===== config.mk =====
export PLATFORM = sky130hd
export DESIGN_NAME = bus_interconnect_flat
export DESIGN_NICKNAME = d
export VERILOG_FILES = /design/src/rtl/bus_pkg.sv /design/src/rtl/bus_interconnect_if.sv /design/src/rtl/bus_watchdog.sv /design/src/rtl/bus_interconnect.sv /design/src/flat_wrapper.sv
export SDC_FILE = /design/constraint.sdc
export NUM_CORES = 1
export LEC_CHECK = 0
export BUFFER_PORTS_ARGS = -buffer_cell sky130_fd_sc_hd__buf_2
export CAP_MARGIN = 20
export CORE_AREA = 3 3 135 137
export DETAILED_ROUTE_END_ITERATION = 7
export DIE_AREA = 0 0 138 140
export GPL_ROUTABILITY_DRIVEN = 0
export HOLD_SLACK_MARGIN = 0.12
export PLACE_DENSITY_LB_ADDON = 0.12
export SETUP_SLACK_MARGIN = 0.3
export SLEW_MARGIN = 20
export SYNTH_ARGS = -nofsm -noshare
export SYNTH_HDL_FRONTEND = slang
export SYNTH_SLANG_ARGS = --single-unit

===== constraint.sdc =====
create_clock -name clk_i -period 2.05 [get_ports clk_i]
set_input_delay 0.1025 -clock clk_i [delete_from_list [all_inputs] [get_ports clk_i]]
set_output_delay 0.1025 -clock clk_i [all_outputs]
set_load 0.01 [all_outputs]

===== src/rtl/bus_pkg.sv =====
// Shared constants and types for the CPU-to-peripheral interconnect.
package bus_pkg;

    localparam int unsigned ADDR_W     = 32;
    localparam int unsigned DATA_W     = 32;
    localparam int unsigned REGION_MSB = 31;
    localparam int unsigned REGION_W   = 3;

    localparam logic [DATA_W-1:0] ERR_RVALUE = 32'h0;

    typedef enum logic [1:0] {
        IDLE,
        WAIT,
        ERR
    } bus_state_e;

endpackage


===== src/rtl/bus_interconnect_if.sv =====
// Master-side and target-side bus signals of the interconnect, grouped with per-role modports.
interface bus_interconnect_if
    import bus_pkg::*;
#(
    parameter int unsigned NTGT = 4
);

    logic                   m_enable_i;
    logic [3:0]             m_wstrb_i;
    logic [ADDR_W-1:0]      m_addr_i;
    logic [DATA_W-1:0]      m_wvalue_i;
    logic [DATA_W-1:0]      m_rvalue_o;
    logic                   m_ready_o;
    logic                   m_err_o;

    logic [NTGT-1:0]        t_enable_o;
    logic [3:0]             t_wstrb_o;
    logic [ADDR_W-1:0]      t_addr_o;
    logic [DATA_W-1:0]      t_wvalue_o;
    logic [NTGT*DATA_W-1:0] t_rvalue_i;
    logic [NTGT-1:0]        t_ready_i;

    // CPU view: issues requests, receives completions.
    modport master (
        output m_enable_i, m_wstrb_i, m_addr_i, m_wvalue_i,
        input  m_rvalue_o, m_ready_o, m_err_o
    );

    // Interconnect view: slave to the CPU, drives the target side.
    modport slave (
        input  m_enable_i, m_wstrb_i, m_addr_i, m_wvalue_i, t_rvalue_i, t_ready_i,
        output m_rvalue_o, m_ready_o, m_err_o, t_enable_o, t_wstrb_o, t_addr_o, t_wvalue_o
    );

    modport target (
        input  t_enable_o, t_wstrb_o, t_addr_o, t_wvalue_o,
        output t_rvalue_i, t_ready_i
    );

endinterface


===== src/rtl/bus_watchdog.sv =====
// Wait-cycle counter for a pending target access; flags expiry when it reaches TIMEOUT.
module bus_watchdog #(
    parameter int unsigned TIMEOUT = 255
) (
    input  logic clk_i,
    input  logic rstn_i,
    input  logic clear_i,
    input  logic run_i,
    output logic expired_o
);

    localparam int unsigned CntW = (TIMEOUT > 0) ? $clog2(TIMEOUT + 1) : 1;
    localparam logic [CntW-1:0] Limit = CntW'(TIMEOUT);

    logic [CntW-1:0] cnt_q;

    // Holding at Limit keeps the counter from ever wrapping; with TIMEOUT=0 it stays at zero.
    always_ff @(posedge clk_i or negedge rstn_i) begin
        if (!rstn_i) begin
            cnt_q <= '0;
        end else if (clear_i) begin
            cnt_q <= '0;
        end else if (run_i && (cnt_q != Limit)) begin
            cnt_q <= cnt_q + 1'b1;
        end
    end

    assign expired_o = (TIMEOUT != 0) && (cnt_q == Limit);

endmodule


===== src/rtl/bus_interconnect.sv =====
// Region decode, target handshake, read mux, timeout error and sticky error log.
module bus_interconnect
    import bus_pkg::*;
#(
    parameter int unsigned NTGT    = 4,
    parameter int unsigned TIMEOUT = 255
) (
    input  logic              clk_i,
    input  logic              rstn_i,
    bus_interconnect_if.slave bus,
    output logic [7:0]        err_count_o,
    output logic [ADDR_W-1:0] err_addr_o
);

    localparam logic [REGION_W:0] NtgtLim = NTGT[REGION_W:0];

    bus_state_e          state_q;
    logic [REGION_W-1:0] tgt_q;
    logic [7:0]          err_count_q;
    logic [ADDR_W-1:0]   err_addr_q;

    logic [REGION_W-1:0] region;
    logic                mapped;
    logic                sel_ready;
    logic [DATA_W-1:0]   sel_rvalue;
    logic                wd_clear;
    logic                wd_run;
    logic                wd_expired;

    logic [NTGT-1:0]     t_enable;
    logic                m_ready;
    logic                m_err;
    logic [DATA_W-1:0]   m_rvalue;

    assign region = bus.m_addr_i[REGION_MSB -: REGION_W];
    assign mapped = {1'b0, region} < NtgtLim;

    always_comb begin
        sel_ready  = 1'b0;
        sel_rvalue = '0;
        for (int k = 0; k < NTGT; k++) begin
            if (tgt_q == REGION_W'(k)) begin
                sel_ready  = bus.t_ready_i[k];
                sel_rvalue = bus.t_rvalue_i[k*DATA_W +: DATA_W];
            end
        end
    end

    bus_watchdog #(
        .TIMEOUT (TIMEOUT)
    ) u_watchdog (
        .clk_i     (clk_i),
        .rstn_i    (rstn_i),
        .clear_i   (wd_clear),
        .run_i     (wd_run),
        .expired_o (wd_expired)
    );

    always_comb begin
        t_enable = '0;
        m_ready  = 1'b0;
        m_err    = 1'b0;
        m_rvalue = '0;
        wd_clear = 1'b0;
        wd_run   = 1'b0;
        unique case (state_q)
            IDLE: begin
                if (bus.m_enable_i && mapped) begin
                    for (int k = 0; k < NTGT; k++) begin
                        t_enable[k] = (region == REGION_W'(k));
                    end
                    wd_clear = 1'b1;
                end
            end
            WAIT: begin
                // Ready has priority over an expiry in the same cycle.
                if (sel_ready) begin
                    m_ready  = 1'b1;
                    m_rvalue = sel_rvalue;
                end else if (wd_expired) begin
                    m_ready  = 1'b1;
                    m_err    = 1'b1;
                    m_rvalue = ERR_RVALUE;
                end else begin
                    wd_run = 1'b1;
                end
            end
            ERR: begin
                m_ready  = 1'b1;
                m_err    = 1'b1;
                m_rvalue = ERR_RVALUE;
            end
            default: ;
        endcase
        // Outputs are forced low while reset is held, even with a request pending.
        if (!rstn_i) begin
            t_enable = '0;
            m_ready  = 1'b0;
            m_err    = 1'b0;
            m_rvalue = '0;
        end
    end

    always_ff @(posedge clk_i or negedge rstn_i) begin
        if (!rstn_i) begin
            state_q     <= IDLE;
            tgt_q       <= '0;
            err_count_q <= '0;
            err_addr_q  <= '0;
        end else begin
            unique case (state_q)
                IDLE: begin
                    if (bus.m_enable_i) begin
                        if (mapped) begin
                            tgt_q   <= region;
                            state_q <= WAIT;
                        end else begin
                            state_q <= ERR;
                        end
                    end
                end
                WAIT:    if (m_ready) state_q <= IDLE;
                ERR:     state_q <= IDLE;
                default: state_q <= IDLE;
            endcase
            if (m_ready && m_err) begin
                if (err_count_q != 8'hFF) err_count_q <= err_count_q + 8'd1;
                err_addr_q <= bus.m_addr_i;
            end
        end
    end

    assign bus.t_enable_o = t_enable;
    assign bus.m_ready_o  = m_ready;
    assign bus.m_err_o    = m_err;
    assign bus.m_rvalue_o = m_rvalue;
    assign bus.t_addr_o   = bus.m_addr_i;
    assign bus.t_wstrb_o  = bus.m_wstrb_i;
    assign bus.t_wvalue_o = bus.m_wvalue_i;
    assign err_count_o    = err_count_q;
    assign err_addr_o     = err_addr_q;

endmodule

===== src/flat_wrapper.sv =====
// flat-port wrapper written by rule: the top's interface ports become plain ports
module bus_interconnect_flat import bus_pkg::*;
#(
    parameter int unsigned NTGT    = 4,
    parameter int unsigned TIMEOUT = 255
)
  (clk_i, rstn_i, err_count_o, err_addr_o, bus_m_enable_i, bus_m_wstrb_i, bus_m_addr_i, bus_m_wvalue_i, bus_t_rvalue_i, bus_t_ready_i, bus_m_rvalue_o, bus_m_ready_o, bus_m_err_o, bus_t_enable_o, bus_t_wstrb_o, bus_t_addr_o, bus_t_wvalue_o);
  bus_interconnect_if #(.NTGT(NTGT)) bus_i ();
  input  logic clk_i;
  input  logic rstn_i;
  output logic [7:0] err_count_o;
  output logic [ADDR_W-1:0] err_addr_o;
  input wire logic [$bits(bus_i.m_enable_i)-1:0] bus_m_enable_i;
  input wire logic [$bits(bus_i.m_wstrb_i)-1:0] bus_m_wstrb_i;
  input wire logic [$bits(bus_i.m_addr_i)-1:0] bus_m_addr_i;
  input wire logic [$bits(bus_i.m_wvalue_i)-1:0] bus_m_wvalue_i;
  input wire logic [$bits(bus_i.t_rvalue_i)-1:0] bus_t_rvalue_i;
  input wire logic [$bits(bus_i.t_ready_i)-1:0] bus_t_ready_i;
  output wire logic [$bits(bus_i.m_rvalue_o)-1:0] bus_m_rvalue_o;
  output wire logic [$bits(bus_i.m_ready_o)-1:0] bus_m_ready_o;
  output wire logic [$bits(bus_i.m_err_o)-1:0] bus_m_err_o;
  output wire logic [$bits(bus_i.t_enable_o)-1:0] bus_t_enable_o;
  output wire logic [$bits(bus_i.t_wstrb_o)-1:0] bus_t_wstrb_o;
  output wire logic [$bits(bus_i.t_addr_o)-1:0] bus_t_addr_o;
  output wire logic [$bits(bus_i.t_wvalue_o)-1:0] bus_t_wvalue_o;
  assign bus_i.m_enable_i = bus_m_enable_i;
  assign bus_i.m_wstrb_i = bus_m_wstrb_i;
  assign bus_i.m_addr_i = bus_m_addr_i;
  assign bus_i.m_wvalue_i = bus_m_wvalue_i;
  assign bus_i.t_rvalue_i = bus_t_rvalue_i;
  assign bus_i.t_ready_i = bus_t_ready_i;
  assign bus_m_rvalue_o = bus_i.m_rvalue_o;
  assign bus_m_ready_o = bus_i.m_ready_o;
  assign bus_m_err_o = bus_i.m_err_o;
  assign bus_t_enable_o = bus_i.t_enable_o;
  assign bus_t_wstrb_o = bus_i.t_wstrb_o;
  assign bus_t_addr_o = bus_i.t_addr_o;
  assign bus_t_wvalue_o = bus_i.t_wvalue_o;
  bus_interconnect #(.NTGT(NTGT), .TIMEOUT(TIMEOUT)) u_core (.clk_i(clk_i), .rstn_i(rstn_i), .bus(bus_i), .err_count_o(err_count_o), .err_addr_o(err_addr_o));
endmodule

---- Word level (Yosys, flattened, before mapping) ----
Index checks and enable logic that the tools add are counted.
word-level totals
  bits in registers ....................... 53
  input bits .............................. 203
  output and inout bits ................... 146
  logic and storage cells ................. 63
cells by class
  add/sub/neg operators ................... 2
  $lt $le $gt $ge ......................... 1
  equal/unequal tests ..................... 13
  mux-type cells .......................... 32
  reductions and logical operators ........ 10
operators by type and width
  operator               count
  $mux W32               7
  $add A8 B1 Y8 const B  2
  $mux W8                2
  $ne A8 B8 Y1 const B   2
  $mux W1                14
  $eq A3 B2 Y1 const B   4
  $mux W4                3
  $eq A8 B8 Y1 const B   1
  $eq A3 B1 Y1 const B   2
  $logic_not A3 Y1       2
  $mux W2                3
  $pmux W1 S2            2
  $pmux W2 S2            1
  $reduce_and A2 Y1      2
  $logic_and A1 B1 Y1    3
  $lt A3 B3 Y1 const B   1
  $reduce_and A3 Y1      1
  $eq A2 B1 Y1 const B   1
  $eq A2 B2 Y1 const B   1
  $logic_not A2 Y1       1
  $ne A2 B1 Y1 const B   1
  $ne A2 B2 Y1 const B   1
  $reduce_bool A2 Y1     1

---- Logic depth before layout (Yosys ltp) ----
  depth in word-level cells ............... 10
  mapped depth ............................ 7
  gate-level depth less buffers ........... 7

---- By module ----
From an unflattened synthesis, not the netlist that was laid out.
second synthesis, totals
  cells, all modules ...................... 419
  area total of the unflattened synthesis .. 4045.1 sq um
by module, submodules not included
  module            instances  cells each  area an instance (sq um)  sequential area each (sq um)
  bus_interconnect  1          372         3575.9                    1126.1
  bus_watchdog      1          47          469.2                     200.2

---- Worst setup path before layout ----
OpenSTA, ideal clock, no wires.
  path type ............................... register -> register
  start ................................... register u_core.u_watchdog.cnt_q[0]
  end ..................................... register u_core.err_count_q[6], in the netlist u_core.err_count_o[6]
  setup time .............................. 0.128 ns
  data arrival time ....................... 1.847 ns
  data required time ...................... 1.922 ns
  setup slack ............................. 0.076 ns
  stages on the path, launching flop included .. 8
  path buffers ............................ 1
  period minus slack after synthesis ...... 1.974 ns
  cell sequence ........................... dfrtp_1 > ha_1 > and4_1 > a41oi_1 > nor4_2 > buf_4 > nand4_1 > mux2_1
between the ends
  cells in the longest elaborated chain, start to end .. 7
  elaborated cells between the ends (all ways) .. 10
  classes of those cells .................. eq/ne (1); mux (7); reduce/logical (2)
RTL lines
  item                                  RTL line                 source
  from (decl)                           bus_watchdog.sv:15       logic [CntW-1:0] cnt_q;
  from (signal assigned)                bus_watchdog.sv:24       cnt_q <= cnt_q + 1'b1;
  $eq A8 B8 Y1 *                        bus_watchdog.sv:28       assign expired_o = (TIMEOUT != 0) && (cnt_q == Limit);
  $mux W1 *                             bus_interconnect.sv:80   end else if (wd_expired) begin
  $mux W1                               bus_interconnect.sv:77   if (sel_ready) begin
  $pmux W1 S2                           bus_interconnect.sv:66   unique case (state_q)
  $mux W1                               bus_interconnect.sv:96   if (!rstn_i) begin
  $logic_and A1 B1 Y1 *                 bus_interconnect.sv:126  if (m_ready && m_err) begin
  $reduce_and A2 Y1 (no source line) *  --
  to (signal assigned)                  bus_interconnect.sv:127  if (err_count_q != 8'hFF) err_count_q <= err_count_q + 8'd1;
  to (decl)                             bus_interconnect.sv:19   logic [7:0] err_count_q;
Every way passes the cells marked *; elsewhere a longest branch is shown, timed or not.
A chain may end at the register's enable or synchronous reset.

---- Worst setup path after layout ----
  start ................................... register u_core.tgt_q[0]
  end ..................................... output port bus_m_rvalue_o[5]
between the ends
  cells in the longest elaborated chain, start to end .. 8
  elaborated cells between the ends (all ways) .. 15
  classes of those cells .................. eq/ne (3); mux (11); reduce/logical (1)
RTL lines
  item                                               RTL line                 source
  from (decl)                                        bus_interconnect.sv:18   logic [REGION_W-1:0] tgt_q;
  from (signal assigned)                             bus_interconnect.sv:115  tgt_q <= region;
  $logic_not A3 Y1                                   bus_interconnect.sv:42   if (tgt_q == REGION_W'(k)) begin
  $mux W32 or $mux W1 (tied branches) (4 in series)  bus_interconnect.sv:42
  $mux W32 *                                         bus_interconnect.sv:77
  $mux W32 *                                         bus_interconnect.sv:66
  $mux W32 *                                         bus_interconnect.sv:96
  to (decl)                                          flat_wrapper.sv:19       output wire logic [$bits(bus_i.m_rvalue_o)-1:0] bus_m_rvalue_o;
Marks and branches as above.

==> run_results.csv <==
group,metric,value,unit
layout,final_common_cell,"buf_2",
floorplan,floorplan.die_area,19300,sq um
worst_hold_path,timing.hold.worst.class,"in -> reg",
clocking,worst_setup_hold_path_clk_slew,0.07,ns
layout,synth_to_final_area_change,66.6,%
layout,finish.net_count,883,
synth,synth_top_area_share,33.5,%
floorplan,floorplan.initialDensity,23.1,%
clocking,clockRootBuffer,"clkbuf_16",
worst_setup_path,critPathMaxStageDelay,0.50,ns
sta,slew-limit-headroom,58.6,%
sta,clock.fmax,458,MHz
floorplan,die_x,138,microns
clocking,tritoncts.num_buffers,5,
synth,post_synth_inst_count,409,
power_and_ir_drop,finalPower,6.63,mW
worst_setup_path,required,1.95,ns
floorplan,floorplan.rows,48,
global_route,grt_overflow_total,0,
sta,finalHoldViolations,0,
layout,multi_input_area,2530,sq um
power_and_ir_drop,power.density_cell_area,1000,nW/um^2
global_route,gr-usage-all-layers,15.6,%
layout,fill_cells,1781,
synth,yosys_register_bits,53,
placed_design,dpl-instance-area,5440,sq um
global_route,antenna_violations_before_repair,2,
global_route,first_pass_grt_wire_length,24500,microns
sta,layout_min_cycle_time,2.18,ns
worst_setup_path,worstPathBufferInverterCount,4,
global_route,grt_pass1_vias,4407,
routing,vias_per_cell,4.56,
routing,final_antenna_net_count,0,
sta,final.setup_skew,0.00854,ns
global_route,grt_start_max_net_pins,49,
layout,finalCoreUtilization,38.4,%
outcome,outcome,"finished with violations",
layout,post_route_cells_drive_above_1_share,63.2,%
worst_setup_path,worst-path-max-fanout,15,
synth,async_reset_ff_share,100,%
clocking,clock_path_buffers,2,
sta,fin_crit_sh,106,%
sta,report.final.setup_viol,63,
floorplan,fp.dieH,140,microns
synth,postSynth.topFlopCell,"dfrtp_1",
clocking,cts-htree-levels,2,
sta,rsz0062_at_grt,"true",
clocking,tritoncts,"done",
synth,post_synth_edffs,0,
run,maxCapViolCount,0,
routing,dr.pass1.iters,4,
layout,seq_area,1330,sq um
worst_setup_path,startpoint_type,"register",
worst_setup_path,critical_path.endpoint_type,"output pin",
worst_setup_path,cp_data_arrival_time,2.08,ns
routing,post_drt_wl_per_cell,17.8,microns
sta,worstMarginPinSlew,0.618,ns
routing,drc,0,
sta,setup_ws,-0.132,ns
synth,netlist.top_cell.by_area,"dfrtp_1",
layout,layout.cells.most_common_list,"273 x buf_2, 51 x dfrtp_1, 34 x nor2b_1, 34 x mux2_4, 33 x dlygate4sd3_1",
worst_setup_path,critical_path.top_delay_family,"buffers and inverters",
sta,final-max-slew-violation-count,0,
power_and_ir_drop,p_leak,3.22,nW
layout,final_area,6600,sq um
synth,synth-seq-area-share,33.5,%
synth,synth_area,3960,sq um
floorplan,core-area,17200,sq um
synth,post_synth.cell_area_avg,9.69,sq um
sta,setup-tns-final,-2.15,ns
worst_setup_path,path_cells,"mux2i_2 -> buf_4 -> o22ai_4 -> nand4b_1 -> buf_6 -> buf_12 -> a211oi_4 -> buf_2",
floorplan,pin_count,349,
clocking,clock_insertion_delay_worst_skew,0.29,ns
placed_design,post-dp-hpwl,11600,microns
worst_setup_path,path_class,"reg -> out",
outcome,violations,"setup timing",
worst_setup_path,critical_path.slowest_cell,"dfrtp_4",
synth,syn_nets,617,
routing,finalWirelength,16000,microns
synth,yosys_warnings,0,
routing,dr.first_iter.drc_count,68,
synth,post_synth_main_area_contributors,"dfrtp_1 33%, buf_4 13%, a211oi_1 12%, mux2_2 9.7%, mux2i_1 8.6%",
power_and_ir_drop,max-vdd-ir-drop,0.571,mV
routing,dr_vias,4115,
clocking,clock_sinks,53,
synth,yosys.cell_types.count,35,
placed_design,port_buffers,276,
sta,holdWs,0.177,ns
worst_setup_path,regToRegSetupSlack,-0.06,ns
==> registers in the layout (all words and copies together), names as in the netlist <==
name,count
u_core.err_count_o,8
u_core.err_addr_o,32
u_core.u_watchdog.cnt_q,8
u_core.state_q,2
u_core.tgt_q,3
==> per-layer routing <==
layer	global-route usage, %	wire (microns)	up-vias
li1	-	-	1922
met1	17.7	6170	1948
met2	27.3	8140	216
met3	5.91	1440	27
met4	4.32	294	2
met5	0.752	7	-
==> power breakdown <==
| part | switching [mW] | total (mW) | internal [mW] |
|---|---|---|---|
| Clock | 0.366 | 0.820 | 0.455 |
| Sequential | 0.229 | 1.64 | 1.41 |
| Combinational | 2.16 | 4.16 | 2.00 |
==> logic make-up after synthesis <==
| family | count (synthesis) | synth area share, % |
|---|---|---|
| DFF | 53 | 33.5 |
| buffers and inverters | 100 | 16.2 |
| AOI/OAI and AO/OA | 78 | 14.4 |
| xor gates and xnor gates | 13 | 2.87 |
| adders and majority gates | 5 | 1.58 |
| and+or+nand+nor | 90 | 12.6 |
| muxes | 70 | 18.8 |
==> synth_stat cells (all sizes together) (7+ instances only) <==
library cell  instances
buf                  77
mux2i                34
dfrtp                53
a211oi               64
mux2                 36
nor2                 11
nand2                10
nor2b                35
nor3                  7
nand3                10
clkbuf               19
xnor2                11
==> worst reg2reg max path, stage by stage, from the launching register on <==
cell and delay (ns):
dfrtp_1 0.36, ha_2 0.18, and4_4 0.22, a41oi_2 0.15
nor4_4 0.32, buf_6 0.20, buf_12 0.14, nand4_1 0.12
mux2_4 0.32
==> worst paths after layout <==
kind	startpoint	endpoint	depth (start not counted)
worst max-delay path	u_core.tgt_q[0]	bus_m_rvalue_o[5]	8
worst min-delay path	bus_m_addr_i[30]	u_core.err_addr_o[30]	2
worst max register to register	u_core.u_watchdog.cnt_q[1]	u_core.err_count_o[6]	8
worst min register to register	u_core.err_addr_o[14]	u_core.err_addr_o[14]	1
max in group asynchronous	rstn_i	u_core.err_addr_o[1]	4
min in group asynchronous	rstn_i	u_core.state_q[0]	3
==> per-stage QoR <==
step / cells / worst slack (ns)
floorplan: 409 / 0.0759
detailed placement: 835 / -0.0956
finish: 902 / -0.132
CTS: 894 / -0.114
global placement: 835 / -0.0647
global route: 902 / -0.206
==> area by class of cell <==
| cell class | instances | area share [%] |
|---|---|---|
| multi-input cells | 256 | 38.4 |
| clock buffers | 7 | 2.01 |
| inverters | 4 | 0.227 |
| well taps | 225 | 4.27 |
| repair buffers | 355 | 34.8 |
| flip-flops and latches | 53 | 20.2 |
| clock inverters | 1 | 0.114 |
| diodes | 1 | 0.0379 |
==> what timing repair did <==
action,CTS,global route
hold endpoints to repair,44,0
pin swaps,10,11
setup buffers,12,7
gates resized for setup,75,23
endpoints found under the setup margin,85,89
cloned,6,0
hold buffers,33,0
Power figures use the tool's default switching activity.
